File: src/rtl/dac_fmt_pkg.sv
// Shared definitions for the multi-channel DAC sample formatter: source
// select encodings and offset-binary helpers.
package dac_fmt_pkg;

  localparam int unsigned MODE_W = 2;
  localparam int unsigned HELPER_W = 32;

  typedef enum logic [MODE_W-1:0] {
    MODE_FIR  = 2'd0,
    MODE_BIT  = 2'd1,
    MODE_MID  = 2'd2,
    MODE_RAMP = 2'd3
  } mode_e;

  // Midscale code 2^(w-1); callers keep the low w bits.
  function automatic logic [HELPER_W-1:0] midscale(input int unsigned w);
    return HELPER_W'(1) << (w - 1);
  endfunction

  // Two's complement value in the low w bits -> offset binary (MSB inverted).
  function automatic logic [HELPER_W-1:0] to_offset_bin(input logic [HELPER_W-1:0] v,
                                                        input int unsigned w);
    logic [HELPER_W-1:0] mask;
    mask = (w >= HELPER_W) ? '1 : ((HELPER_W'(1) << w) - HELPER_W'(1));
    return (v ^ midscale(w)) & mask;
  endfunction

endpackage

File: src/rtl/dac_fmt_lane.sv
// One DAC channel: stage 1 captures source selects and the rounded/shifted
// FIR sample; stage 2 clamps, converts to offset binary and holds the code.
module dac_fmt_lane
  import dac_fmt_pkg::*;
#(
  parameter int unsigned IN_W  = 16,
  parameter int unsigned DAC_W = 14,
  parameter int unsigned SHIFT = 2
) (
  input  logic              clk,
  input  logic              rst,
  input  logic              load,
  input  logic              fmt,
  input  logic              hold_mid,
  input  logic [MODE_W-1:0] mode,
  input  logic              bit_in,
  input  logic [IN_W-1:0]   din,
  input  logic [DAC_W-1:0]  ramp,
  output logic [DAC_W-1:0]  code,
  output logic              sat_c
);

  localparam int unsigned SUM_W  = IN_W + 1;
  localparam int unsigned RND_SH = (SHIFT > 0) ? SHIFT - 1 : 0;
  localparam logic signed [SUM_W-1:0] RND  = (SHIFT > 0) ? (SUM_W'(1) << RND_SH) : SUM_W'(0);
  localparam logic signed [SUM_W-1:0] MAXV = SUM_W'((2 ** (DAC_W - 1)) - 1);
  localparam logic signed [SUM_W-1:0] MINV = ~MAXV;
  localparam logic [DAC_W-1:0] MID = DAC_W'(midscale(DAC_W));

  mode_e                   mode_q;
  logic                    bit_q;
  logic [DAC_W-1:0]        ramp_q;
  logic signed [SUM_W-1:0] r_q;

  logic signed [SUM_W-1:0] sum_c;
  logic signed [SUM_W-1:0] r_c;
  logic signed [SUM_W-1:0] clamp_c;
  logic                    hi_c;
  logic                    lo_c;
  logic [DAC_W-1:0]        fmt_c;

  // Round half up in one extra bit so 0x7FFF plus the rounding term cannot wrap.
  always_comb begin
    sum_c = $signed({din[IN_W-1], din}) + RND;
    r_c   = sum_c >>> SHIFT;
  end

  always_ff @(posedge clk) begin
    if (rst) begin
      mode_q <= MODE_FIR;
      bit_q  <= 1'b0;
      ramp_q <= '0;
      r_q    <= '0;
    end else if (load) begin
      mode_q <= mode_e'(mode);
      bit_q  <= bit_in;
      ramp_q <= ramp;
      r_q    <= r_c;
    end
  end

  always_comb begin
    hi_c    = (r_q > MAXV);
    lo_c    = (r_q < MINV);
    clamp_c = r_q;
    if (hi_c) clamp_c = MAXV;
    if (lo_c) clamp_c = MINV;
    fmt_c = MID;
    case (mode_q)
      MODE_FIR:  fmt_c = DAC_W'(to_offset_bin(HELPER_W'(clamp_c), DAC_W));
      MODE_BIT:  fmt_c = bit_q ? '1 : '0;
      MODE_MID:  fmt_c = MID;
      MODE_RAMP: fmt_c = ramp_q;
      default:   fmt_c = MID;
    endcase
    sat_c = (mode_q == MODE_FIR) && (hi_c || lo_c);
  end

  always_ff @(posedge clk) begin
    if (rst) begin
      code <= MID;
    end else if (hold_mid) begin
      code <= MID;
    end else if (fmt) begin
      code <= fmt_c;
    end
  end

endmodule

File: src/rtl/dac_fmt_mc.sv
// Multi-channel DAC sample formatter: shared ramp counter, enable gating,
// valid pipeline and sticky saturation flags around per-channel lanes.
module dac_fmt_mc
  import dac_fmt_pkg::*;
#(
  parameter int unsigned NUM_CH    = 2,
  parameter int unsigned IN_W      = 16,
  parameter int unsigned DAC_W     = 14,
  parameter int unsigned SHIFT     = 2,
  parameter int unsigned RAMP_STEP = 1
) (
  input  logic                    clk,
  input  logic                    rst,
  input  logic                    en,
  input  logic [MODE_W*NUM_CH-1:0] mode,
  input  logic [NUM_CH-1:0]       bit_in,
  input  logic [NUM_CH*IN_W-1:0]  din,
  input  logic                    din_vld,
  input  logic                    sat_clr,
  output logic [NUM_CH*DAC_W-1:0] dac_data,
  output logic                    dac_vld,
  output logic [NUM_CH-1:0]       sat_flag
);

  logic              accept_c;
  logic              fmt_c;
  logic              v1;
  logic [DAC_W-1:0]  ramp;
  logic [NUM_CH-1:0] sat_c;

  assign accept_c = din_vld & en;
  assign fmt_c    = v1 & en;

  // Dropping en flushes the pipeline and restarts the ramp from zero.
  always_ff @(posedge clk) begin
    if (rst) begin
      v1       <= 1'b0;
      dac_vld  <= 1'b0;
      ramp     <= '0;
      sat_flag <= '0;
    end else begin
      v1       <= accept_c;
      dac_vld  <= fmt_c;
      sat_flag <= ({NUM_CH{fmt_c}} & sat_c) | (sat_flag & ~{NUM_CH{sat_clr}});
      if (!en) begin
        ramp <= '0;
      end else if (accept_c) begin
        ramp <= ramp + DAC_W'(RAMP_STEP);
      end
    end
  end

  for (genvar k = 0; k < NUM_CH; k++) begin : g_lane
    dac_fmt_lane #(
      .IN_W  (IN_W),
      .DAC_W (DAC_W),
      .SHIFT (SHIFT)
    ) u_lane (
      .clk      (clk),
      .rst      (rst),
      .load     (accept_c),
      .fmt      (fmt_c),
      .hold_mid (~en),
      .mode     (mode[k*MODE_W +: MODE_W]),
      .bit_in   (bit_in[k]),
      .din      (din[k*IN_W +: IN_W]),
      .ramp     (ramp),
      .code     (dac_data[k*DAC_W +: DAC_W]),
      .sat_c    (sat_c[k])
    );
  end

endmodule

File: config.mk
export PLATFORM = sky130hd
export DESIGN_NAME = dac_fmt_mc
export DESIGN_NICKNAME = d
export VERILOG_FILES = /design/src/rtl/dac_fmt_pkg.sv /design/src/rtl/dac_fmt_lane.sv /design/src/rtl/dac_fmt_mc.sv
export SDC_FILE = /design/constraint.sdc
export NUM_CORES = 1
export LEC_CHECK = 0
export ABC_AREA = 1
export CAP_MARGIN = 5
export CORE_ASPECT_RATIO = 1.75
export CORE_MARGIN = 2
export CORE_UTILIZATION = 43
export DETAILED_ROUTE_END_ITERATION = 16
export PLACE_DENSITY = 0.65
export SYNTH_ARGS = -nofsm -noshare
export SYNTH_HDL_FRONTEND = slang
export SYNTH_SLANG_ARGS = --single-unit
export TNS_END_PERCENT = 100
File: constraint.sdc
create_clock -name clk -period 1.5 [get_ports clk]
set_clock_uncertainty 0.1 [all_clocks]
set_input_delay 0.3 -clock clk [delete_from_list [all_inputs] [get_ports clk]]
set_output_delay 0.3 -clock clk [all_outputs]
set_load 0.005 [all_outputs]
==> results.md <==
* Storage cell area at 1931 um2
* Power Density at approximately 900 nW/um2
* DR WL met3 at 498 um
* Hold WC Path Type: primary input to register
* Slew margin rel. at 0.7433
* Number of global-route vias before repair at 4530
* Max-cap check violation count at 0
* Placer congestion estimate at 0.8690
* Startpoint Class: primary input
* Remaining global-route overflow at 0
* Met2 WL at 6852 um
* Diodes inserted at 0
* Layout cells sized above 1 at 0.1762
* Clock slew seen by the registers of the worst setup and hold paths at roughly 0.070 ns
* CTS Buffer Depth at 2
* Seq/Total Area, Yosys at 0.4129
* Design area at 6421 um2
* Largest area contributor in the netlist: dfxtp_1
* Clock sinks at 96
* Uppermost layer routed: met4
* Syn-to-layout area delta at 37.96%
* Max Freq at 0.6981 GHz
* Crit path required time at 1.63 ns
* Post-synth cell types at 38
* Final wirelength at 13070 um
* DR WL/cell at 13.97 um
* Area of the multi-input gates at 2337 um2
* Worst Tran Pin Value at about 0.38 ns
* Worst Setup End Kind: register
* Post-Syn Instances at 676
* CORE AREA at between 10000 and 15000 um2
* IO Count at 74
* Power Total at 5.769 mW
* Initial antenna violation count at 0
* Hold depth at 4
* Status: complete, no violations
* Post-route ant nets at 0
* Fin nets at 847
* DR iter-0 viols at 220
* Die W at slightly above 80 um
* Placed cell area at 6017 um2
* Final Setup Violations at 0
* Cell Area, Synth at 4654 um2
* Final Hold Viols at 0
* Row count at 50
* Via/cell ratio at 5.108
* Syn. warnings at 0
* # DRC at 0
* Synth Area per Inst at 6.885 um2
* Leakage at ~2.9 nW
* Setup CP Type: primary input to register
* Post-synth net total at 722
* DIE AREA at ~12000 um2
* Clk_lat worst skew at 0.35 ns
* Via Count at 4781
* CTS root buf: clkbuf_16
* Final Max Tran Viols at 0
* Depth of the worst register-to-register path at 5
* H-tree depth at 3
* Final TNS setup at 0 ns
* CP Max Fanout at 5
* Die Ht at ~140 um
* CTS tree: done
* Met1 wire length at 5384 um
* TritonCTS buffer count at 9
* First-pass GRT wire length at 20960 um
* Initial DRT Pass Iterations at 5
* Worst VDD drop at between 700 and 800 uV
* Synth area leaders: dfxtp_1 (41%), a21oi_1 (11%), o21ai_0 (9.0%)
* Final critical-path share of the clock period at 0.9549
* Top cell type's share of synthesized area at 0.4129
* Seq cells post-synth at 96
* Port buffer count at approximately 70
* WP data arrival at 1.56 ns
* HPWL after DPL at 9859 um
* Min Tclk post-route at 1.432 ns
* Largest net degree at the start of global routing at 26
* All-Layer GR Usage at 0.2333
* Initial Util at 0.4376
* Filler cells at around 1000
[per-stage QoR]
step	cells	util	setup WS [ns]	hold slack (ns)
CTS	934	0.5920	0.0008253	0.3761
global route	936	0.6038	-0.001541	0.3990
global placement	917	0.5658	-0.3983	0.3462
finish	936	0.6038	0.06761	0.3353
detailed placement	917	0.5658	-0.4296	0.3649
floorplan	676	-	0.1621	0.3297
[power by group]
part | switching (mW) | internal, mW | total, mW
clock network | 1.04 | 1.14 | 2.18
registers | 0.0474 | 2.65 | 2.70
logic | 0.478 | 0.413 | 0.891
[state kept, by name, indices dropped and copies added, names as in the netlist]
signal                count
sat_flag                  2
g_lane.u_lane.ramp_q     14
g_lane.u_lane.mode_q      4
g_lane.u_lane.bit_q       2
g_lane.u_lane.code       28
dac_vld                   1
g_lane.u_lane.r_q        30
v1                        1
ramp                     14
[layout make-up]
cell class	instances	share of cell area
repair buffers	147	0.2106
flip-flops and latches	96	0.3007
clock inverters	7	0.008769
inverters	95	0.05553
clock buffers	9	0.03507
multi-input cells	452	0.3640
well taps	130	0.02533
[cells in the mapped netlist, drive strengths merged]
library cell,number
nor3b,1
o21ai,89
o211ai,2
or2,2
a21oi,101
and3,1
o21bai,1
clkbuf,15
xor2,5
dfxtp,96
o22ai,2
xnor2,8
buf,18
nor2,90
o21a,1
a211oi,1
a21o,1
o221ai,1
nand2,84
ha,3
nor3,22
a31o,1
inv,95
nand3,28
nand4,8
[per-layer routing]
layer  vias to the layer above  global-route usage
li1                       2452                   -
met1                      2198              0.2759
met2                       109              0.4126
met3                        22             0.03372
met4                         0             0.09060
met5                         -                   0
[logic make-up after synthesis]
group,share of synthesized area
and+or+nand+nor,0.2218
AOI/OAI and AO/OA,0.2220
buffers and inverters,0.1107
DFF,0.4129
xor gates and xnor gates,0.02446
adders and majority gates,0.008065
[cell usage in the layout, fill, tap and decap left out, types with 5 or more instances in the layout]
cell type,Yosys,final
nand3_1,26,23
xnor2_1,8,8
a21oi_1,100,99
o21ai_1,4,5
nor2_1,86,76
inv_1,91,91
dfxtp_2,0,7
dfxtp_1,96,89
nand2_1,81,73
dlymetal6s2s_1,0,6
buf_12,0,8
dlygate4sd2_1,0,35
nand2_2,3,9
clkbuf_16,0,9
nand4_1,8,8
buf_4,3,68
nor2_2,1,8
clkdlybuf4s50_1,0,30
nor2_4,3,6
nor3_1,20,20
o21ai_0,84,83
xor2_1,5,5
[final timing paths]
check / from / end / slack, ns
setup reg to reg: g_lane[0].u_lane.r_q[14]$_SDFFE_PP0P_ / g_lane[0].u_lane.code[8]$_SDFFE_PP0P_ / 0.10
setup / recovery: din[5] / g_lane[0].u_lane.r_q[14]$_SDFFE_PP0P_ / 0.07
hold / removal: din[24] / g_lane[1].u_lane.r_q[6]$_SDFFE_PP0P_ / 0.34
hold reg to reg: sat_flag[1]$_SDFF_PP0_ / sat_flag[1]$_SDFF_PP0_ / 0.38
[what timing repair did]
action                                  in CTS  in global routing
resized for setup                           48                 34
endpoints found under the setup margin      56                 31
hold endpoints to repair                     0                  0
buffers inserted                             1                  2
pin swaps                                    5                  7
hold buffers                                 0                  0
[critical path: stages]
cell and delay (ns):
clkdlybuf4s50_1 0.51, nand2_1 0.11, nor2_4 0.18, nand2_2 0.08
nor2_1 0.12, nand3_1 0.11, nand2_1 0.09, a21oi_1 0.06
(Power assumes the default switching activity.)
